### src/rtl/sar_ctrl_nb_if.sv
// Handshake bundle between the SAR controller, the comparator and the CDAC drivers.
// master = controller side, slave = analog front end.
interface sar_ctrl_nb_if #(
  parameter int NBIT = 10
);
  logic            EN;
  logic            RDY;
  logic            CMP_P;
  logic            CMP_N;
  logic            CKS;
  logic            CKSB;
  logic            CMP_EN;
  logic [0:NBIT-1] CF;
  logic [0:NBIT-1] SWP;
  logic [0:NBIT-1] SWN;
  logic [0:NBIT-1] DATA;
  logic            CKO;
  logic            ERR;

  modport master (
    input  EN, RDY, CMP_P, CMP_N,
    output CKS, CKSB, CMP_EN, CF, SWP, SWN,
    output DATA, CKO, ERR
  );

  modport slave (
    output EN, RDY, CMP_P, CMP_N,
    input  CKS, CKSB, CMP_EN, CF, SWP, SWN,
    input  DATA, CKO, ERR
  );
endinterface

### src/rtl/sar_ctrl_nb.sv
// N-bit SAR ADC controller with comparator strobe/ready handshake per bit.
// Define SAR_CMP_TMO_EN to force-decide a bit after TMO_CYC cycles without RDY.
module sar_ctrl_nb #(
  parameter int NBIT       = 10,
  parameter int SAMPLE_CYC = 2,
  parameter int TMO_CYC    = 8
) (
  input logic           CLK,
  input logic           RST,
  sar_ctrl_nb_if.master bus
);
  localparam int KW = $clog2(NBIT);
  localparam int CW = $clog2(SAMPLE_CYC + 1);

  generate
    if (NBIT < 4 || NBIT > 16) begin : g_bad_nbit
      $error("NBIT must be 4..16");
    end
    if (SAMPLE_CYC < 1) begin : g_bad_sample
      $error("SAMPLE_CYC must be >= 1");
    end
    if (TMO_CYC < 2) begin : g_bad_tmo
      $error("TMO_CYC must be >= 2");
    end
  endgenerate

  typedef enum logic [2:0] {
    IDLE, SAMPLE, BRST, BEVAL, DONE
  } state_t;

  typedef logic [0:NBIT-1] vec_t;

  state_t          st, st_n;
  logic [KW-1:0]   k, k_n;
  logic [CW-1:0]   sc, sc_n;
  logic            ef, ef_n;
  logic            cks, cks_n;
  logic            cksb;
  logic            cen, cen_n;
  logic            cko, cko_n;
  logic            err, err_n;
  vec_t            cf, cf_n;
  vec_t            swp, swp_n;
  vec_t            swn, swn_n;
  vec_t            data, data_n;
  logic            start, hit, d, bad;

`ifdef SAR_CMP_TMO_EN
  localparam int TW = $clog2(TMO_CYC);
  logic [TW-1:0]   tc, tc_n;
`endif

  always_ff @(posedge CLK) begin
    if (RST) begin
      st   <= IDLE;
      k    <= '0;
      sc   <= '0;
      ef   <= 1'b0;
      cks  <= 1'b0;
      cksb <= 1'b1;
      cen  <= 1'b0;
      cko  <= 1'b0;
      err  <= 1'b0;
      cf   <= '0;
      swp  <= '0;
      swn  <= '0;
      data <= '0;
`ifdef SAR_CMP_TMO_EN
      tc   <= '0;
`endif
    end else begin
      st   <= st_n;
      k    <= k_n;
      sc   <= sc_n;
      ef   <= ef_n;
      cks  <= cks_n;
      cksb <= ~cks_n;
      cen  <= cen_n;
      cko  <= cko_n;
      err  <= err_n;
      cf   <= cf_n;
      swp  <= swp_n;
      swn  <= swn_n;
      data <= data_n;
`ifdef SAR_CMP_TMO_EN
      tc   <= tc_n;
`endif
    end
  end

  always_comb begin
    st_n   = st;
    k_n    = k;
    sc_n   = sc;
    ef_n   = ef;
    cks_n  = cks;
    cen_n  = cen;
    cko_n  = 1'b0;
    err_n  = err;
    cf_n   = cf;
    swp_n  = swp;
    swn_n  = swn;
    data_n = data;
    start  = 1'b0;
    hit    = 1'b0;
    d      = 1'b0;
    bad    = 1'b0;
`ifdef SAR_CMP_TMO_EN
    tc_n   = tc;
`endif
    unique case (st)
      IDLE: start = bus.EN;
      SAMPLE: begin
        if (sc == CW'(SAMPLE_CYC - 1)) begin
          cks_n = 1'b0;
          k_n   = '0;
          st_n  = BRST;
        end else begin
          sc_n = sc + CW'(1);
        end
      end
      BRST: begin
        cen_n = 1'b1;
        st_n  = BEVAL;
`ifdef SAR_CMP_TMO_EN
        tc_n  = '0;
`endif
      end
      BEVAL: begin
        hit = bus.RDY;
        d   = bus.CMP_P & ~bus.CMP_N;
        bad = bus.CMP_P ~^ bus.CMP_N;
`ifdef SAR_CMP_TMO_EN
        if (!bus.RDY) begin
          if (tc == TW'(TMO_CYC - 1)) begin
            hit = 1'b1;
            d   = 1'b0;
            bad = 1'b1;
          end else begin
            tc_n = tc + TW'(1);
          end
        end
`endif
        if (hit) begin
          swp_n[k] = d;
          swn_n[k] = ~d;
          cf_n[k]  = 1'b1;
          cen_n    = 1'b0;
          ef_n     = ef | bad;
          if (k == KW'(NBIT - 1)) begin
            st_n   = DONE;
            data_n = swp_n;
            err_n  = ef_n;
            cko_n  = 1'b1;
          end else begin
            k_n  = k + KW'(1);
            st_n = BRST;
          end
        end
      end
      DONE: begin
        start = bus.EN;
        if (!bus.EN) st_n = IDLE;
      end
      default: st_n = IDLE;
    endcase
    // Shared entry into SAMPLE from IDLE or back-to-back from DONE
    if (start) begin
      st_n  = SAMPLE;
      cks_n = 1'b1;
      sc_n  = '0;
      cf_n  = '0;
      swp_n = '0;
      swn_n = '0;
      ef_n  = 1'b0;
    end
  end

  assign bus.CKS    = cks;
  assign bus.CKSB   = cksb;
  assign bus.CMP_EN = cen;
  assign bus.CF     = cf;
  assign bus.SWP    = swp;
  assign bus.SWN    = swn;
  assign bus.DATA   = data;
  assign bus.CKO    = cko;
  assign bus.ERR    = err;
endmodule

### src/flat_wrapper.sv
// flat-port wrapper written by rule: the top's interface ports become plain ports
module sar_ctrl_nb_flat 
#(
  parameter int NBIT       = 10,
  parameter int SAMPLE_CYC = 2,
  parameter int TMO_CYC    = 8
)
  (CLK, RST, bus_EN, bus_RDY, bus_CMP_P, bus_CMP_N, bus_CKS, bus_CKSB, bus_CMP_EN, bus_CF, bus_SWP, bus_SWN, bus_DATA, bus_CKO, bus_ERR);
  sar_ctrl_nb_if #(.NBIT(NBIT)) bus_i ();
  input logic CLK;
  input logic RST;
  input wire logic [$bits(bus_i.EN)-1:0] bus_EN;
  input wire logic [$bits(bus_i.RDY)-1:0] bus_RDY;
  input wire logic [$bits(bus_i.CMP_P)-1:0] bus_CMP_P;
  input wire logic [$bits(bus_i.CMP_N)-1:0] bus_CMP_N;
  output wire logic [$bits(bus_i.CKS)-1:0] bus_CKS;
  output wire logic [$bits(bus_i.CKSB)-1:0] bus_CKSB;
  output wire logic [$bits(bus_i.CMP_EN)-1:0] bus_CMP_EN;
  output wire logic [$bits(bus_i.CF)-1:0] bus_CF;
  output wire logic [$bits(bus_i.SWP)-1:0] bus_SWP;
  output wire logic [$bits(bus_i.SWN)-1:0] bus_SWN;
  output wire logic [$bits(bus_i.DATA)-1:0] bus_DATA;
  output wire logic [$bits(bus_i.CKO)-1:0] bus_CKO;
  output wire logic [$bits(bus_i.ERR)-1:0] bus_ERR;
  assign bus_i.EN = bus_EN;
  assign bus_i.RDY = bus_RDY;
  assign bus_i.CMP_P = bus_CMP_P;
  assign bus_i.CMP_N = bus_CMP_N;
  assign bus_CKS = bus_i.CKS;
  assign bus_CKSB = bus_i.CKSB;
  assign bus_CMP_EN = bus_i.CMP_EN;
  assign bus_CF = bus_i.CF;
  assign bus_SWP = bus_i.SWP;
  assign bus_SWN = bus_i.SWN;
  assign bus_DATA = bus_i.DATA;
  assign bus_CKO = bus_i.CKO;
  assign bus_ERR = bus_i.ERR;
  sar_ctrl_nb #(.NBIT(NBIT), .SAMPLE_CYC(SAMPLE_CYC), .TMO_CYC(TMO_CYC)) u_core (.CLK(CLK), .RST(RST), .bus(bus_i));
endmodule
### config.mk
export PLATFORM = sky130hd
export DESIGN_NAME = sar_ctrl_nb_flat
export DESIGN_NICKNAME = d
export VERILOG_FILES = /design/src/rtl/sar_ctrl_nb_if.sv /design/src/rtl/sar_ctrl_nb.sv /design/src/flat_wrapper.sv
export SDC_FILE = /design/constraint.sdc
export NUM_CORES = 1
export LEC_CHECK = 0
export ABC_AREA = 1
export CAP_MARGIN = 15
export CORE_ASPECT_RATIO = 0.75
export CORE_MARGIN = 1.5
export CORE_UTILIZATION = 54
export DETAILED_ROUTE_END_ITERATION = 7
export GPL_TIMING_DRIVEN = 1
export PLACE_DENSITY = 0.84
export SLEW_MARGIN = 5
export SYNTH_ARGS = -nofsm -noshare
export SYNTH_HDL_FRONTEND = slang
export SYNTH_SLANG_ARGS = --single-unit
### constraint.sdc
create_clock -name CLK -period 3.06 [get_ports CLK]
set_input_delay 0.459 -clock CLK [delete_from_list [all_inputs] [get_ports CLK]]
set_output_delay 0.459 -clock CLK [all_outputs]
set_load 0.02 [all_outputs]
**After elaboration in Yosys (flattened, before gate mapping)**

Cells that the tools add are included.

- Flip-flop bits (word level): 55
- Output and inout port bits: 45
- Input port bits: 6
- Logic and storage cells: 79

- Equality and inequality tests: 14
- Add/sub/neg operators: 2
- Multiplexer cells: 21
- Reductions and logical operators: 14
- Bitwise operators: 12
- Magnitude comparators: 2

Operators with widths:

| kind | number |
|---|---|
| bitwise mux 10 bit | 2 |
| case mux 3 bit (5 select lines) | 1 |
| 2-to-1 mux 3 bit | 4 |
| 2-to-1 mux 4 bit | 3 |
| AND reduction 4 bit | 3 |
| OR 10 bit | 1 |
| 2-to-1 mux 1 bit | 8 |
| case mux 4 bit (2 select lines) | 1 |
| inverter 1 bit | 7 |
| equality test 3 x 2 -> 1 bit (second input constant) | 2 |
| != test 2 bit (second input constant) | 3 |
| != test 3 x 2 -> 1 bit (second input constant) | 2 |
| AND reduction 2 bit | 3 |
| >= comparator 5 bit (second input constant) | 1 |
| < comparator 5 x 1 -> 1 bit (second input constant) | 1 |
| inverter 4 -> 5 bit | 1 |
| adder 4 x 1 -> 4 bit (second input constant) | 1 |
| demux 1 bit (select 4 bit) | 1 |
| equality test 4 bit (second input constant) | 1 |
| != test 2 x 1 -> 1 bit (second input constant) | 2 |
| nonzero test 2 bit | 2 |
| OR reduction 2 bit | 2 |
| equality test 3 x 1 -> 1 bit (second input constant) | 1 |
| equality test 3 bit (second input constant) | 1 |
| other kinds (11) | 11 |

**Logic depth before layout (Yosys ltp)**

Gate-level depths: netlist (run 1).

- Depth in word-level cells: 6
- Depth in mapped cells: 9
- Depth with buffers taken out: 9

**Least setup slack after synthesis (run 1)**

Ideal clock, no wire load.

- Kind: in2reg
- Start point: in bus_CMP_N
- End point: reg u_core.data[0] (netlist: u_core.bus.DATA[9])
- Stages: 7
- Library setup time: 0.119 ns
- Path slack: 1.635 ns
- Data arrival time: 1.305 ns
- Buffers on the path: 1
- Cell sequence: inv_1 > ha_1 > inv_1 > clkbuf_1 > nand3_1 > nand2_1 > a21oi_1

- Cells in the longest elaborated chain, start to end: 3

Ends and longest elaborated chain:

| element | RTL line | RTL |
|---|---|---|
| start, declared | flat_wrapper.sv:15 | `input wire logic [$bits(bus_i.CMP_N)-1:0] bus_CMP_N;` |
| inverter 1 bit | sar_ctrl_nb.sv:131 | `d = bus.CMP_P & ~bus.CMP_N;` |
| AND 1 bit | sar_ctrl_nb.sv:131 |  |
| bitwise mux 10 bit | sar_ctrl_nb.sv:145 | `swp_n[k] = d;` |
| end signal, assigned | sar_ctrl_nb.sv:84 | `data <= data_n;` |
| end, declared | sar_ctrl_nb.sv:45 | `vec_t data, data_n;` |

Every way passes these cells.
A chain may end at the register's enable or synchronous reset.

**Final worst setup path (run 1)**

- Start point: reg u_core.k[1]
- End point: reg u_core.swp[0] (netlist: u_core.bus.SWP[9])

- Cells in the longest elaborated chain, start to end: 6

Ends and longest elaborated chain:

| element | RTL line | RTL |
|---|---|---|
| start, declared | sar_ctrl_nb.sv:34 | `logic [KW-1:0] k, k_n;` |
| start signal, assigned | sar_ctrl_nb.sv:73 | `k <= k_n;` |
| inverter 4 -> 5 bit (implied by the code) * | sar_ctrl_nb.sv:145 |  |
| >= comparator 5 bit (implied by the code) or < comparator 5 x 1 -> 1 bit (tied branches) | sar_ctrl_nb.sv:145 |  |
| logical AND 1 bit (implied by the code) | sar_ctrl_nb.sv:145 |  |
| 2-to-1 mux 1 bit (implied by the code) | sar_ctrl_nb.sv:145 |  |
| demux 1 bit (select 4 bit) * | sar_ctrl_nb.sv:145 |  |
| bitwise mux 10 bit * | sar_ctrl_nb.sv:145 |  |
| end signal, assigned | sar_ctrl_nb.sv:82 | `swp <= swp_n;` |
| end, declared | sar_ctrl_nb.sv:43 | `vec_t swp, swp_n;` |

Every way passes the cells marked *; elsewhere a longest branch is shown, timed or not.

==> metrics.md, run 1 <==
| Metric | Value |
|---|---|
| Die height | `60.0 um` |
| #FFs+latches synth | `55` |
| Max Transition Viols Final | `0` |
| CTS hold repair buffers | `0` |
| Fillcell total | `360` |
| WP data required | `3.26 ns` |
| Largest net degree at the start of global routing | `30` |
| Initial Util | `56.9%` |
| Nets@finish | `364` |
| R2R setup slack | `1.02 ns` |
| H-tree depth | `2` |
| Dpl hpwl | `3920 um` |
| Status | `completed` |
| Max-cap violations | `0` |
| Critical Path AT | `2.24 ns` |
| LEAKAGE | `1.07 nW` |
| First-pass GRT wire length | `9140 um` |
| Vias per cell | `5.27` |
| Final hold viol count | `0` |
| # setup viols final | `0` |
| Overflow after GRT | `0` |
| Clk_lat worst skew | `0.30 ns` |
| CTS Sinks | `55` |
| Vias in the first global route | `1,936` |
| Pwr Total | `1.33 mW` |
| Crit Path Max Fanout | `12` |
| Routed len/inst | `13.5 um` |
| Clock Pin Slew Worst Setup and Hold Paths | `0.09 ns` |
| Placement Rows | `20` |
| RR Endpoint | `u_core.bus.SWP[9]` |
| Clock buffer depth | `2` |
| Gp weighted congestion | `0.862` |
| Tot GR Track Use | `25.4%` |
| Minimum clock period | `2.04 ns` |
| Worst r2r src | `u_core.k[1]` |
| Final Util | `72.2%` |
| CTS resizes | `0` |
| Unique cell type count in the Yosys netlist | `22` |
| Total die area | `0.00473 mm2` |
| Hold depth | `2` |
| DRT antenna net count | `0` |
| IO buf count | `50` |
| CTS root buffer | `clkbuf_8` |
| Max rail drop VDD | `288 uV` |
| Crit share post-route | `66.6%` |
| Mapped Area | `0.00234 mm2` |
| Worst Setup End Kind | `flip-flop` |
| DRC Markers | `0` |
| Diodes inserted | `0` |
| Net Count, Synth | `316` |
| Iter 0 DRT Violations | `170` |
| Gate Count Post-Synth | `304` |
| Syn. warnings | `0` |
| Worst-margin pin slew | `0.839 ns` |
| RSZ-0062 raised after global routing | `false` |
| Clock skew | `0.00712 ns` |
| Cells on worst reg2reg path | `7` |
| WL final | `5530 um` |
| Via count | `2,151` |
| Dpl ws | `0.843 ns` |
| HP Class | `reg2reg` |
| IO Count | `51` |
| FF+latch area | `0.00110 mm2` |
| Post-CTS Setup Inserts | `0` |
| Ys async rst share | `0%` |
| Num CTS Buffers | `5` |
| Setup crit start | `u_core.k[1]` |
| TNS Setup | `0 ns` |
| Critical path type | `reg2reg` |
| Primary FF master, synth | `dfxtp_1` |
| Antenna violations before repair | `0` |
| CTS tree | `done` |
| Area of the multi-input gates | `0.00109 mm2` |
| Max-slew headroom | `43.8%` |
| Core footprint | `0.00410 mm2` |
| Die width | `78.9 um` |
| P per Cell Area | `449 mW/mm2` |
| Syn Area/Cell | `7.68 um2` |
| Post-synthesis sequential area ratio | `47.1%` |
| Hold Path Origin | `u_core.bus.DATA[9]` |
| Synth-to-Final Area Change | `26.8%` |
| 1st-pass router iterations | `5` |
| Layout cells sized above 1 | `6.52%` |
| WHS Endpoint | `u_core.bus.DATA[9]` |
| Worst setup margin | `1.02 ns` |
| Setup crit start kind | `flip-flop` |
| Max Clk Rate | `0.491 GHz` |
| Post-synth EDFFs | `0` |
==> cell type report <==
class	instances	area share, %
clock buffer	8	3.38
tap	55	2.32
timing repair buffer	53	17.7
multi-input combinational	216	36.8
sequential	55	37.2
inverter	21	2.66
==> metrics by stage <==
step           instance area, um2  instances  hold slack (ns)
2_1_floorplan                2340        304            0.428
3_3_place_gp                 2860        400            0.430
3_5_place_dp                 2860        400            0.437
4_1_cts                      2960        408            0.450
5_1_grt                      2960        408            0.483
6_report                     2960        408            0.450
==> routing by layer <==
metal / track usage (%) / share of wire, %
met1: 35.6 / 49
met2: 37.8 / 41
met5: 0 / 0
met3: 5.80 / 7.9
met4: 11.0 / 1.9
==> power breakdown <==
group	total, mW	internal (mW)	switching [mW]
combinational	0.151	0.0481	0.103
sequential	0.746	0.730	0.0161
clock	0.431	0.207	0.224
total	1.33	0.985	0.344
==> cells in the final DEF, fill, tap and decap left out, drive strengths merged <==
| cell | instances |
|---|---|
| nand2 | 60 |
| dfxtp | 55 |
| nor2 | 51 |
| clkdlybuf4s50 | 50 |
| o21ai | 42 |
| a21oi | 38 |
| inv | 21 |
| nand3 | 13 |
| clkbuf | 8 |
| ha | 6 |
| buf | 3 |
| nand4 | 2 |
| nor3 | 1 |
| xnor2 | 1 |
| a21boi | 1 |
| a31oi | 1 |
==> worst max-delay path, stage by stage (launching register included) <==
cell and delay (ns):
dfxtp_1 0.36, inv_1 0.12, ha_1 0.24, nand3_1 0.45, nor2_1 0.38, nand3_1 0.20, nand2_1 0.12, a21oi_1 0.05
==> how the worst max path moves through the flow <==
stage | slack [ns] | end
CTS | 1.03 | u_core.bus.SWP[9]
global route | 0.87 | u_core.bus.SWN[9]
finish | 1.02 | u_core.bus.SWP[9]
global placement | 0.93 | u_core.bus.DATA[3]
floorplan | 1.64 | u_core.bus.DATA[9]
detailed placement | 0.84 | u_core.bus.DATA[4]
==> sequential cells by signal (all words and copies together) (netlist names), 2 cells and up <==
signal / flops
u_core.bus.DATA: 10
u_core.k: 4
u_core.st: 3
u_core.bus.SWN: 10
u_core.bus.CF: 10
u_core.sc: 2
u_core.bus.SWP: 10
==> cell families (layout without fill, tap and decap cells) <==
kind of cell | after synthesis | in the layout | synth area share (%)
and+or+nand+nor | 127 | 127 | 25.2
AOI/OAI and AO/OA | 82 | 82 | 17.9
DFF | 55 | 55 | 47.1
buffers and inverters | 33 | 82 | 6.21
adders and majority gates | 6 | 6 | 3.21
xor gates and xnor gates | 1 | 1 | 0.375
==> cell usage after synthesis (2+ instances only) <==
cell type	number	area [um2]
nand4_1	2	12.5
nor2_4	9	101
nand3_1	13	65.1
ha_1	6	75.1
buf_6	2	22.5
clkbuf_2	2	10.0
a21oi_1	38	190
o21ai_0	31	155
clkbuf_1	7	26.3
nand2_1	58	218
nand2_2	2	12.5
dfxtp_1	55	1100
o21ai_1	10	50.1
nor2_1	41	154
inv_1	21	78.8
Note: power is estimated with default switching activity, not from simulation.
==> run 2: changes to the inputs <==
--- a/config.mk
+++ b/config.mk
@@ -9,10 +9,10 @@
 export CAP_MARGIN = 15
 export CORE_ASPECT_RATIO = 0.75
 export CORE_MARGIN = 1.5
-export CORE_UTILIZATION = 54
+export CORE_UTILIZATION = 50
 export DETAILED_ROUTE_END_ITERATION = 7
 export GPL_TIMING_DRIVEN = 1
-export PLACE_DENSITY = 0.84
+export PLACE_DENSITY = 0.79
 export SLEW_MARGIN = 5
 export SYNTH_ARGS = -nofsm -noshare
 export SYNTH_HDL_FRONTEND = slang
==> constraint.sdc (replaced) <==
create_clock -name CLK -period 1.9 [get_ports CLK]
set_input_delay 0.285 -clock CLK [delete_from_list [all_inputs] [get_ports CLK]]
set_output_delay 0.285 -clock CLK [all_outputs]
set_load 0.02 [all_outputs]
==> metrics.md, run 2 (same netlist as run 1, synthesis figures left out) <==
| Metric | Value |
|---|---|
| Post-CTS Setup Inserts | `0` |
| TNS Setup | `0 ns` |
| Wire length on met3 | `311 um` |
| Core footprint | `0.00447 mm2` |
| Clock Pin Slew Worst Setup and Hold Paths | `0.10 ns` |
| Crit share post-route | `91.4%` |
| CP bufs+invs | `2` |
| DRT antenna net count | `0` |
| Clk_lat worst skew | `0.30 ns` |
| Crit Path Max Fanout | `10` |
| Most frequent cells in the layout | `nand2_1, dfxtp_1, clkdlybuf4s50_1, nor2_1, a21oi_1` |
| Nets@finish | `370` |
| Placement Rows | `21` |
| Tot GR Track Use | `23.2%` |
| H-tree depth | `2` |
| Total die area | `0.00510 mm2` |
| Antenna violations before repair | `0` |
| Top delay family on crit path | `simple AND/OR/NAND/NOR gates` |
| 1st-pass router iterations | `5` |
| Num CTS Buffers | `5` |
| RSZ-0062 raised after global routing | `false` |
| LEAKAGE | `1.11 nW` |
| Clock skew | `0.00908 ns` |
| Initial Util | `52.3%` |
| Synth-to-Final Area Change | `30.0%` |
| Worst-margin pin slew | `0.437 ns` |
| Routed len/inst | `13.1 um` |
| Max Transition Viols Final | `0` |
| Max-cap violations | `0` |
| Routed wl met2 | `2440 um` |
| Max Clk Rate | `0.576 GHz` |
| Largest net degree at the start of global routing | `27` |
| DRC Markers | `0` |
| Critical path type | `reg2reg` |
| Status | `completed` |
| First-pass GRT wire length | `9070 um` |
| Iter 0 DRT Violations | `101` |
| HP Class | `reg2reg` |
| Via count | `2,117` |
| Top sig layer | `met4` |
| Minimum clock period | `1.74 ns` |
| Vias per cell | `5.09` |
| IO Count | `51` |
| WP data required | `2.13 ns` |
| WL final | `5450 um` |
| Crit-path max cell delay | `0.36 ns` |
| Diodes inserted | `0` |
| Worst Setup End Kind | `flip-flop` |
| Critical Path AT | `1.97 ns` |
| Max-slew headroom | `70.8%` |
| M1 wire length | `2660 um` |
| Slowest CP cell | `dfxtp_1` |
| IO buf count | `50` |
| Clock buffer depth | `2` |
| CTS resizes | `0` |
| Final hold viol count | `0` |
| Die height | `62.2 um` |
| CTS Sinks | `55` |
| Die width | `81.9 um` |
| # setup viols final | `0` |
| Setup crit start kind | `flip-flop` |
| P per Cell Area | `710 mW/mm2` |
| Layout cells sized above 1 | `8.36%` |
| Hold slack | `0.459 ns` |
| Max rail drop VDD | `472 uV` |
| Commonest non-fill, non-tap cell in the layout | `nand2_1` |
| Crit path cell chain | `inv_1 > ha_1 > nand3_1 > buf_4 > nor2_8 > nand2_1 > a21oi_1` |
| Overflow after GRT | `0` |
| CTS root buffer | `clkbuf_8` |
| CTS hold repair buffers | `0` |
| Dpl hpwl | `3920 um` |
| CTS tree | `done` |
| Gp weighted congestion | `0.815` |
| Vias in the first global route | `1,895` |
[run 2: worst paths after layout]
path | end | cells after the start | slack, ns | start
worst max register to register | u_core.bus.DATA[3] | 7 | 0.16 | u_core.k[1]
worst max-delay path | u_core.bus.DATA[3] | 7 | 0.16 | u_core.k[1]
worst min-delay path | u_core.bus.SWP[9] | 2 | 0.46 | u_core.bus.SWP[9]
worst min register to register | u_core.bus.SWP[9] | 2 | 0.46 | u_core.bus.SWP[9]
[run 2: layout make-up]
type / instances / area (um2)
clock buffers: 7 / 96.3
clock inverters: 1 / 7.51
fillers: 390 / 1430
inverters: 21 / 78.8
multi-input cells: 216 / 1090
flip-flops and latches: 55 / 1100
well taps: 57 / 71.3
repair buffers: 59 / 593
[run 2: power by group]
part           total (mW)  leakage [nW]  switching [mW]  internal (mW)
logic               0.251         0.613           0.165         0.0862
clock network       0.709        0.0505           0.377          0.332
registers            1.20         0.444          0.0219           1.18
total                2.16          1.11           0.564           1.59
[run 2: per-layer routing]
layer / up-vias / track usage (%)
li1: 1105 / -
met1: 936 / 34.3
met2: 72 / 34.3
met3: 4 / 4.71
met4: 0 / 5.72
met5: - / 0
[run 2: per-stage QoR]
step | setup WS, ns | util [%] | power (mW) | area [um2] | instances
after global routing | 0.0284 | 68.0 | 2.26 | 3040 | 416
after detailed placement | 0.171 | 65.7 | 1.47 | 2930 | 408
after floorplan | 0.502 | - | 1.39 | 2340 | 304
final | 0.163 | 68.0 | 2.16 | 3040 | 416
after CTS | 0.144 | 68.0 | 2.17 | 3040 | 416
after global placement | 0.235 | 65.7 | 1.47 | 2930 | 408
[run 2: worst reg2reg max path: stages, from the launching register on]
cell	delay (ns)
dfxtp_1	0.36
inv_1	0.12
ha_1	0.27
nand3_1	0.26
buf_4	0.25
nor2_8	0.19
nand2_1	0.08
a21oi_1	0.15
==> run 3: changes to the inputs <==
--- a/config.mk
+++ b/config.mk
@@ -10,6 +10,7 @@
 export CORE_ASPECT_RATIO = 0.75
 export CORE_MARGIN = 1.5
 export CORE_UTILIZATION = 50
+export CTS_CLUSTER_DIAMETER = 60
 export DETAILED_ROUTE_END_ITERATION = 7
 export GPL_TIMING_DRIVEN = 1
 export PLACE_DENSITY = 0.79
==> results of run 3 <==
No change in the layout: final DEF, timing and power equal those of run 2.
